===== src/rtl/player_pkg.sv =====
// Shared definitions for the player core: opcodes, move directions,
// life-cycle states and instruction-word field helpers.
package player_pkg;

  localparam logic [3:0] OP_HPY = 4'd1;  // heal
  localparam logic [3:0] OP_DPY = 4'd2;  // damage
  localparam logic [3:0] OP_MOV = 4'd5;  // move
  localparam logic [3:0] OP_SHP = 4'd6;  // set hp

  localparam logic [1:0] DIR_UP    = 2'd0;
  localparam logic [1:0] DIR_LEFT  = 2'd1;
  localparam logic [1:0] DIR_DOWN  = 2'd2;
  localparam logic [1:0] DIR_RIGHT = 2'd3;

  typedef enum logic [1:0] {
    ST_ALIVE = 2'd0,
    ST_HURT  = 2'd1,
    ST_DEAD  = 2'd2
  } player_state_t;

  // Instruction word: [15:12] opcode, [11:4] operand, [3:0] unused.
  function automatic logic [3:0] instr_opcode(input logic [15:0] word);
    return word[15:12];
  endfunction

  function automatic logic [7:0] instr_operand(input logic [15:0] word);
    return word[11:4];
  endfunction

  // Move direction lives in the two low operand bits.
  function automatic logic [1:0] instr_dir(input logic [15:0] word);
    return word[5:4];
  endfunction

endpackage


===== src/rtl/player_core_if.sv =====
// Instruction/status bundle between the game FSM (master) and the
// player core (slave); hp/posX/posY also feed the renderer.
interface player_core_if;
  logic        respawn;
  logic [15:0] playerInstruction;
  logic        isMove;
  logic        startDmg;
  logic [7:0]  hp;
  logic [7:0]  posX;
  logic [7:0]  posY;
  logic        isDeath;
  logic        invul;

  modport master (
    output respawn, playerInstruction, isMove, startDmg,
    input  hp, posX, posY, isDeath, invul
  );

  modport slave (
    input  respawn, playerInstruction, isMove, startDmg,
    output hp, posX, posY, isDeath, invul
  );
endinterface


===== src/rtl/player_core_move_ticker.sv =====
// Move prescaler: while en is held, emits a one-cycle tick every DIV
// cycles; clr restarts the count, and cycles with neither en nor clr hold it.
module move_ticker #(
  parameter int DIV = 4
) (
  input  logic clk,
  input  logic srst,
  input  logic en,
  input  logic clr,
  output logic tick
);
  localparam int W = (DIV > 1) ? $clog2(DIV) : 1;

  logic [W-1:0] cnt_reg;

  // Tick on the edge where the count sits at its last value.
  assign tick = en && (cnt_reg == W'(DIV - 1));

  // Count enabled cycles, wrapping on each tick.
  always_ff @(posedge clk) begin
    if (srst || clr) begin
      cnt_reg <= '0;
    end else if (en) begin
      cnt_reg <= tick ? '0 : cnt_reg + 1'b1;
    end
  end
endmodule


===== src/rtl/player_core.sv =====
// Player core: executes the instruction stream from the game FSM,
// tracking HP, soul position in the dodge box and post-hit invulnerability.
module player_core
  import player_pkg::*;
#(
  parameter int HP_MAX    = 100,
  parameter int BOX_MIN_X = 0,
  parameter int BOX_MAX_X = 200,
  parameter int BOX_MIN_Y = 0,
  parameter int BOX_MAX_Y = 120,
  parameter int START_X   = 100,
  parameter int START_Y   = 60,
  parameter int STEP      = 2,
  parameter int MOVE_DIV  = 4,
  parameter int INVUL_CYC = 8
) (
  input  logic          clk,
  input  logic          reset,
  player_core_if.slave  bus
);
  localparam int IW = (INVUL_CYC > 1) ? $clog2(INVUL_CYC) : 1;

  localparam logic [7:0] HP_MAX8  = 8'(HP_MAX);
  localparam logic [7:0] START_X8 = 8'(START_X);
  localparam logic [7:0] START_Y8 = 8'(START_Y);
  localparam logic [7:0] MIN_X8   = 8'(BOX_MIN_X);
  localparam logic [7:0] MAX_X8   = 8'(BOX_MAX_X);
  localparam logic [7:0] MIN_Y8   = 8'(BOX_MIN_Y);
  localparam logic [7:0] MAX_Y8   = 8'(BOX_MAX_Y);
  localparam logic [8:0] STEP9    = 9'(STEP);

  player_state_t state_reg;
  logic [7:0]    hp_reg;
  logic [7:0]    pos_x_reg;
  logic [7:0]    pos_y_reg;
  logic [IW-1:0] invul_cnt_reg;
  logic          dead_reg;
  logic          invul_reg;

  logic [3:0] opcode;
  logic [7:0] operand;
  logic [1:0] dir;
  logic       unused_low_bits;

  assign opcode          = instr_opcode(bus.playerInstruction);
  assign operand         = instr_operand(bus.playerInstruction);
  assign dir             = instr_dir(bus.playerInstruction);
  assign unused_low_bits = ^bus.playerInstruction[3:0];

  // startDmg owns the instruction word, so a value op freezes the prescaler.
  logic move_en;
  logic move_clr;
  logic move_tick;

  assign move_en  = bus.isMove && !bus.startDmg && (opcode == OP_MOV);
  assign move_clr = !bus.isMove;

  move_ticker #(.DIV(MOVE_DIV)) u_move_ticker (
    .clk  (clk),
    .srst (reset || bus.respawn),
    .en   (move_en),
    .clr  (move_clr),
    .tick (move_tick)
  );

  logic [8:0] heal_sum;
  logic [7:0] heal_val;
  logic [7:0] dmg_val;
  logic [7:0] set_val;
  logic [7:0] next_x;
  logic [7:0] next_y;
  logic [8:0] x_wide;
  logic [8:0] y_wide;

  // Saturating HP arithmetic and clamped one-step position in 9 bits.
  always_comb begin
    heal_sum = {1'b0, hp_reg} + {1'b0, operand};
    heal_val = (heal_sum > {1'b0, HP_MAX8}) ? HP_MAX8 : heal_sum[7:0];
    dmg_val  = (operand >= hp_reg) ? 8'd0 : hp_reg - operand;
    set_val  = (operand > HP_MAX8) ? HP_MAX8 : operand;

    x_wide = {1'b0, pos_x_reg};
    y_wide = {1'b0, pos_y_reg};
    next_x = pos_x_reg;
    next_y = pos_y_reg;
    case (dir)
      DIR_UP:    next_y = (y_wide < {1'b0, MIN_Y8} + STEP9) ? MIN_Y8 : 8'(y_wide - STEP9);
      DIR_LEFT:  next_x = (x_wide < {1'b0, MIN_X8} + STEP9) ? MIN_X8 : 8'(x_wide - STEP9);
      DIR_DOWN:  next_y = (y_wide + STEP9 > {1'b0, MAX_Y8}) ? MAX_Y8 : 8'(y_wide + STEP9);
      default:   next_x = (x_wide + STEP9 > {1'b0, MAX_X8}) ? MAX_X8 : 8'(x_wide + STEP9);
    endcase
  end

  // Life-cycle FSM with registered HP, position and status flags.
  always_ff @(posedge clk) begin
    if (reset || bus.respawn) begin
      state_reg     <= ST_ALIVE;
      hp_reg        <= HP_MAX8;
      pos_x_reg     <= START_X8;
      pos_y_reg     <= START_Y8;
      invul_cnt_reg <= '0;
      dead_reg      <= 1'b0;
      invul_reg     <= 1'b0;
    end else if (state_reg != ST_DEAD) begin
      // Invulnerability window runs regardless of incoming ops.
      if (state_reg == ST_HURT) begin
        if (invul_cnt_reg == IW'(INVUL_CYC - 1)) begin
          state_reg <= ST_ALIVE;
          invul_reg <= 1'b0;
        end else begin
          invul_cnt_reg <= invul_cnt_reg + 1'b1;
        end
      end

      // Later assignments override the window bookkeeping above, so death wins.
      if (bus.startDmg) begin
        case (opcode)
          OP_HPY: hp_reg <= heal_val;
          OP_DPY: begin
            if (state_reg == ST_ALIVE) begin
              hp_reg <= dmg_val;
              if (dmg_val == 8'd0) begin
                state_reg <= ST_DEAD;
                dead_reg  <= 1'b1;
                invul_reg <= 1'b0;
              end else begin
                state_reg     <= ST_HURT;
                invul_reg     <= 1'b1;
                invul_cnt_reg <= '0;
              end
            end
          end
          OP_SHP: begin
            hp_reg <= set_val;
            if (set_val == 8'd0) begin
              state_reg <= ST_DEAD;
              dead_reg  <= 1'b1;
              invul_reg <= 1'b0;
            end
          end
          default: ;
        endcase
      end else if (move_tick) begin
        pos_x_reg <= next_x;
        pos_y_reg <= next_y;
      end
    end
  end

  assign bus.hp      = hp_reg;
  assign bus.posX    = pos_x_reg;
  assign bus.posY    = pos_y_reg;
  assign bus.isDeath = dead_reg;
  assign bus.invul   = invul_reg;
endmodule


===== src/flat_wrapper.sv =====
// flat-port wrapper written by rule: the top's interface ports become plain ports
module player_core_flat import player_pkg::*;
#(
  parameter int HP_MAX    = 100,
  parameter int BOX_MIN_X = 0,
  parameter int BOX_MAX_X = 200,
  parameter int BOX_MIN_Y = 0,
  parameter int BOX_MAX_Y = 120,
  parameter int START_X   = 100,
  parameter int START_Y   = 60,
  parameter int STEP      = 2,
  parameter int MOVE_DIV  = 4,
  parameter int INVUL_CYC = 8
)
  (clk, reset, bus_respawn, bus_playerInstruction, bus_isMove, bus_startDmg, bus_hp, bus_posX, bus_posY, bus_isDeath, bus_invul);
  player_core_if bus_i ();
  input  logic clk;
  input  logic reset;
  input wire logic [$bits(bus_i.respawn)-1:0] bus_respawn;
  input wire logic [$bits(bus_i.playerInstruction)-1:0] bus_playerInstruction;
  input wire logic [$bits(bus_i.isMove)-1:0] bus_isMove;
  input wire logic [$bits(bus_i.startDmg)-1:0] bus_startDmg;
  output wire logic [$bits(bus_i.hp)-1:0] bus_hp;
  output wire logic [$bits(bus_i.posX)-1:0] bus_posX;
  output wire logic [$bits(bus_i.posY)-1:0] bus_posY;
  output wire logic [$bits(bus_i.isDeath)-1:0] bus_isDeath;
  output wire logic [$bits(bus_i.invul)-1:0] bus_invul;
  assign bus_i.respawn = bus_respawn;
  assign bus_i.playerInstruction = bus_playerInstruction;
  assign bus_i.isMove = bus_isMove;
  assign bus_i.startDmg = bus_startDmg;
  assign bus_hp = bus_i.hp;
  assign bus_posX = bus_i.posX;
  assign bus_posY = bus_i.posY;
  assign bus_isDeath = bus_i.isDeath;
  assign bus_invul = bus_i.invul;
  player_core #(.HP_MAX(HP_MAX), .BOX_MIN_X(BOX_MIN_X), .BOX_MAX_X(BOX_MAX_X), .BOX_MIN_Y(BOX_MIN_Y), .BOX_MAX_Y(BOX_MAX_Y), .START_X(START_X), .START_Y(START_Y), .STEP(STEP), .MOVE_DIV(MOVE_DIV), .INVUL_CYC(INVUL_CYC)) u_core (.clk(clk), .reset(reset), .bus(bus_i));
endmodule

===== config.mk =====
export PLATFORM = sky130hd
export DESIGN_NAME = player_core_flat
export DESIGN_NICKNAME = d
export VERILOG_FILES = /design/src/rtl/player_pkg.sv /design/src/rtl/player_core_if.sv /design/src/rtl/player_core_move_ticker.sv /design/src/rtl/player_core.sv /design/src/flat_wrapper.sv
export SDC_FILE = /design/constraint.sdc
export NUM_CORES = 1
export LEC_CHECK = 0
export CELL_PAD_IN_SITES_DETAIL_PLACEMENT = 0
export CELL_PAD_IN_SITES_GLOBAL_PLACEMENT = 1
export CORE_MARGIN = 2
export CORE_UTILIZATION = 35
export DETAILED_ROUTE_END_ITERATION = 7
export PLACE_DENSITY_LB_ADDON = 0.1
export RECOVER_POWER = 100
export SLEW_MARGIN = 20
export SYNTH_ARGS = -nofsm -noshare
export SYNTH_HDL_FRONTEND = slang
export SYNTH_SLANG_ARGS = --single-unit

===== constraint.sdc =====
create_clock -name clk -period 5.5 [get_ports clk]
set_clock_uncertainty 0.15 [all_clocks]
set_input_delay 0.825 -clock clk [delete_from_list [all_inputs] [get_ports clk]]
set_output_delay 0.825 -clock clk [all_outputs]
set_load 0.02 [all_outputs]

==> metrics <==
status=finished clean; Non-Filler Instances=573; Finished Core Util=0.4197; GRT overflow=0; max-slew violations=0; CTS tree=built; switching portion of total power=0.3128; Area after DPL=3615 um^2; post-place setup slack=1.327 ns; Core Region=8806 um^2; Ys Warns=0; final wirelength=9.757 mm; startpoint class of the critical path=primary input; Comb power frac=0.220; GP Congestion=0.8006; MaxCap Viol Count=0; crit path kind=in2reg; Main synth FF type=dfxtp_1; worst hold margin=0.3189 ns; Power Total=0.5633 mW; Largest register FFs=8; global-route usage over all layers=0.1938; root buffer cell=clkbuf_8; number of port buffers=40; syn avg cell area=7.292 um^2; Critical-path top delay cell=nor4_1; Syn Inst Count=441; residual DRC count=0; Psw=0.1762 mW; Power Internal=0.3871 mW; Setup Viol. Count Final=0; I/O pin total=47; CP bufs+invs=2; TritonCTS Buffers=5; fin area=3696 um^2; RSZ-0062 raised after global routing=no; layout net count=509; critical path arrival=4.18 ns; Routed Antenna Nets=0; Slew headroom=0.3844; CTS resizes=0; WL/cell=17.03 um; routed vias/inst=5.855; delay-heaviest family, CP=simple AND/OR/NAND/NOR gates; row cnt=34; Max VDD drop=0.09607 mV; H-tree Lvls=2; largest net degree at the start of global routing=16; final hold vios=0; share of layout cells above drive strength 1=0.04731; DR iter-0 viols=155; Critical Path Sink Type=flip-flop; antenna violations before repair=0; sequential fraction of the synthesis area=0.1930; most frequent cells in the layout=nor2_1 (46), a21oi_1 (38), o21ai_0 (33); pwr dens=152.4 nW/um^2; fmax=0.2436 GHz; Post-CTS Setup Bufs=0; FF+latch count, synth=31; global-route wire length before repair=15.65 mm; dpl hpwl=7.198 mm; Leakage Power=1.321 nW; period utilisation layout=0.7463; crit path cell chain=dlygate4sd3_1, inv_1, nor4_1, nand3_1, nor2_1, o21ai_0, or3_1, a21oi_1; number of synthesized flops with an enable pin=0; vias in the first global route=3123; post-route worst setup slack=1.395 ns; hold_buf cts=0; Reg power frac=0.403; CP Max Fanout=11; synth-to-layout area growth=14.94%; cell area after synthesis=3216 um^2; Crit path largest cell delay=0.84 ns; clk_lat worst skew=0.29 ns; diodes inserted=0; Post-synth ARST share=0; Die Y=99.85 um; worst-margin pin slew=0.9149 ns; WP data required=5.58 ns; distinct cell type count after synthesis=68; commonest non-fill, non-tap cell in the layout=nor2_1; die area=9970 um^2; CTS sink count=31; clock buffer depth=2; clock group share of total power=0.377; total number of vias=3355; min Tclk post-route=4.105 ns; Setup TNS=0 ns; Reg clk slew, reported paths=0.08 ns; hold crit path type=reg2reg; die width=99.85 um; Starting Density=0.3652; drt pass-1 iters=4; Placed Cells incl. Taps=565
[tightest hold or removal path, stage by stage, from the launching register on]
cell and delay [ns]:
dfxtp_1 0.33, nand2_1 0.05, o31ai_1 0.06
[power by group through the flow]
stage	Clock (mW)	Sequential (mW)	Combinational [mW]
after global routing	0.226	0.227	0.136
after CTS	0.219	0.227	0.126
after global placement	0	0.232	0.125
after detailed placement	0	0.232	0.125
final	0.212	0.227	0.124
after floorplan	0	0.233	0.0832
[metal layers]
layer  vias to the layer above  GRT usage  wire (um)
met5                         -          0          0
met4                         0    0.05690        109
met3                         8    0.02019        283
met2                        72     0.3332       4760
met1                      1600     0.2571       4604
li1                       1675          -          -
[layout make-up]
type,instances,area (um^2)
Inverter,25,93.84
Tap cell,108,135.1
Timing Repair Buffer,41,407.9
Multi-Input combinational cell,360,2335
Sequential cell,31,620.6
Fill cell,969,5110
Clock inverter,1,7.507
Clock buffer,7,96.34
[Yosys cell counts, drive strengths merged, types with 3 or more instances]
cell	n	area, um^2
a221oi	4	35.03
nor2	47	181.4
nand2	29	108.9
nor3	13	65.06
o21bai	3	22.52
nand3b	3	22.52
nand4b	4	35.03
xor2	3	26.28
clkbuf	13	48.80
nand3	13	65.06
a211oi	10	80.07
nand2b	10	62.56
o21a	4	30.03
o221ai	3	26.28
a21oi	39	198.9
or3	9	61.31
ha	22	275.3
a22oi	3	27.52
and2	3	20.02
nor2b	8	50.05
nand4	10	62.56
mux2i	3	30.03
a21o	3	22.52
buf	13	98.84
o211ai	4	30.03
o22ai	8	50.05
dfxtp	31	620.6
nor3b	3	22.52
and4	4	37.54
inv	25	93.84
a31oi	5	31.28
a211o	6	53.80
o21ai	33	165.1
o31ai	5	42.54
a311oi	3	26.28
nor4	7	58.81
xnor2	11	96.34
[cell families (layout without fill, tap and decap cells)]
group,count (synthesis),in the layout,synth area share
AOI/OAI and AO/OA,146,146,0.3008
and+or+nand+nor,171,171,0.2844
buffers and inverters,51,74,0.07510
adders and majority gates,24,24,0.09805
DFF,31,31,0.1930
xor gates and xnor gates,14,14,0.03813
muxes,3,3,0.009339
other,1,2,0.001166
[worst paths after layout]
path,from,end,slack (ns),cells past startpoint
max,bus_playerInstruction[14],u_core.bus.posY[1]$_SDFFE_PP0P_,1.40,8
min,u_core.bus.isDeath$_SDFFE_PP0P_,u_core.bus.isDeath$_SDFFE_PP0P_,0.32,2
max reg2reg,u_core.bus.hp[0]$_SDFFE_PP0P_,u_core.bus.hp[3]$_SDFFE_PP0P_,2.47,11
min reg2reg,u_core.bus.isDeath$_SDFFE_PP0P_,u_core.bus.isDeath$_SDFFE_PP0P_,0.32,2
Note: power is estimated with default switching activity, not from simulation.
==> variant, RTL diff (same flow settings) <==
`MOVE_DIV` is set to 4 in 2 places; all go to 8.
--- a/src/rtl/player_core.sv
+++ b/src/rtl/player_core.sv
@@ -12,5 +12,5 @@
   parameter int START_Y   = 60,
   parameter int STEP      = 2,
-  parameter int MOVE_DIV  = 4,
+  parameter int MOVE_DIV  = 8,
   parameter int INVUL_CYC = 8
 ) (
--- a/src/flat_wrapper.sv
+++ b/src/flat_wrapper.sv
@@ -10,5 +10,5 @@
   parameter int START_Y   = 60,
   parameter int STEP      = 2,
-  parameter int MOVE_DIV  = 4,
+  parameter int MOVE_DIV  = 8,
   parameter int INVUL_CYC = 8
 )
Check against the original RTL: not equivalent (a bounded check fails within 10 cycles, from zero or initial values).
==> variant against the unedited design <==
Wire length is 7.7% lower; first-iteration DRC count is 32% lower; die area hardly changed; non-clock buffer count is the same; synthesized area about the same; sequential cell count is 1 higher; setup slack better by 0.044 ns; combinational power is 4% lower; final area increased by 0.20%; total power decreased by 3.5%; highest routed layer unchanged.
==> variant: results (changes against the unedited design) <==
Slew Limit Headroom=23.47% (-15 points); initial antenna violation count=0 (unchanged); Hold EP=u_core.u_move_ticker.cnt_reg[2]; largest net degree at the start of global routing=21 (+5); cell leakage power=1.356 nW (+2.6%); R2R depth=10 (-1); crit-path max FO=13 (+2); dpl cell area=3626 sq um (+0.31%); grt met1 use=26.09% (+0.37 points); first-pass GRT wire length=15.21 mm (-2.8%); status=finished, final reports clean; routed wl met3=239 microns (-16%); GRT met3 Usage=2.228% (+0.21 points); Layout Nets=496 (-2.6%); metal2 WL=4.238 mm (-11%); fin cells=559 (-2.4%); # resized after CTS=0 (unchanged); hpwl dp=6.937 mm (-3.6%); Vias=3277 (-2.3%); WHS=0.3245 ns (+0.005616 ns); Final GP Congestion=0.8613 (+7.6%); WL/cell=16.11 microns (-5.4%); Placed Cells=551 (-2.5%); peak supply drop=0.07521 mV (-22%); vias in the first global route=3034 (-2.8%); layout cells sized above 1=3.326% (-1.4 points); hold path startpoint=u_core.u_move_ticker.cnt_reg[2]; met1 wire length=4.432 mm (-3.7%); synth cell count leaders=dfxtp_1, nor2_1, a21oi_1, inv_1, nand2_1; Root Buffer=clkbuf_8; drt first-iter violations=105 (-32%); gr usage total=18.36% (-1.0 points); met2 Resource Use GR=29.89% (-3.4 points); top cells by area, synth=dfxtp_1, ha_1, a21oi_1, o21ai_0, nor2_1; Mean Syn Cell Area=7.498 sq um (+2.8%); Worst R2R End=u_core.bus.isDeath; post-synthesis sequential area ratio=19.91% (+0.61 points); Synth cell types=70 (+2.9%)
==> variant: worst max-delay path: stages <==
cell and delay, ns:
dlygate4sd3_1 0.82, ha_1 0.29, inv_1 0.07, fa_1 0.40
nand3_1 0.15, nand2_1 0.11, xnor2_1 0.17, or4_1 0.52
or3_1 0.48, o32ai_2 0.29
==> variant: kinds of logic after synthesis <==
group	synth area share [%]
xor+xnor	3.812
simple gates	25.63
compound gates	31.55
buf+inv	7.546
mux	1.245
other cells	0.1166
flops	19.91
fa+ha+maj	10.19
==> variant: area by class of cell <==
type | instances | area (sq um)
Clock buffer | 6 | 82.58
Inverter | 28 | 105.1
Multi-Input combinational cell | 342 | 2322
Sequential cell | 32 | 640.6
Fill cell | 947 | 5102
Timing Repair Buffer | 41 | 407.9
Tap cell | 108 | 135.1
Clock inverter | 2 | 10.01
==> variant: worst max-delay path by stage <==
stage                                          from                  to  cells after the start
after floorplan            bus_playerInstruction[4]  u_core.bus.isDeath                     10
after global placement     bus_playerInstruction[4]    u_core.bus.invul                     10
after detailed placement   bus_playerInstruction[4]    u_core.bus.invul                     10
after CTS                  bus_playerInstruction[4]  u_core.bus.isDeath                     10
after global routing      bus_playerInstruction[14]  u_core.bus.posY[4]                      7
final                      bus_playerInstruction[4]  u_core.bus.isDeath                     10
==> variant: power breakdown <==
part / leakage [nW] / internal (W) / switching, W
Clock: 0.0510 / 0.0000999 / 0.0000906
Sequential: 0.258 / 0.000233 / 0.00000159
Combinational: 1.05 / 0.0000455 / 0.0000733
Total: 1.36 / 0.000378 / 0.000166
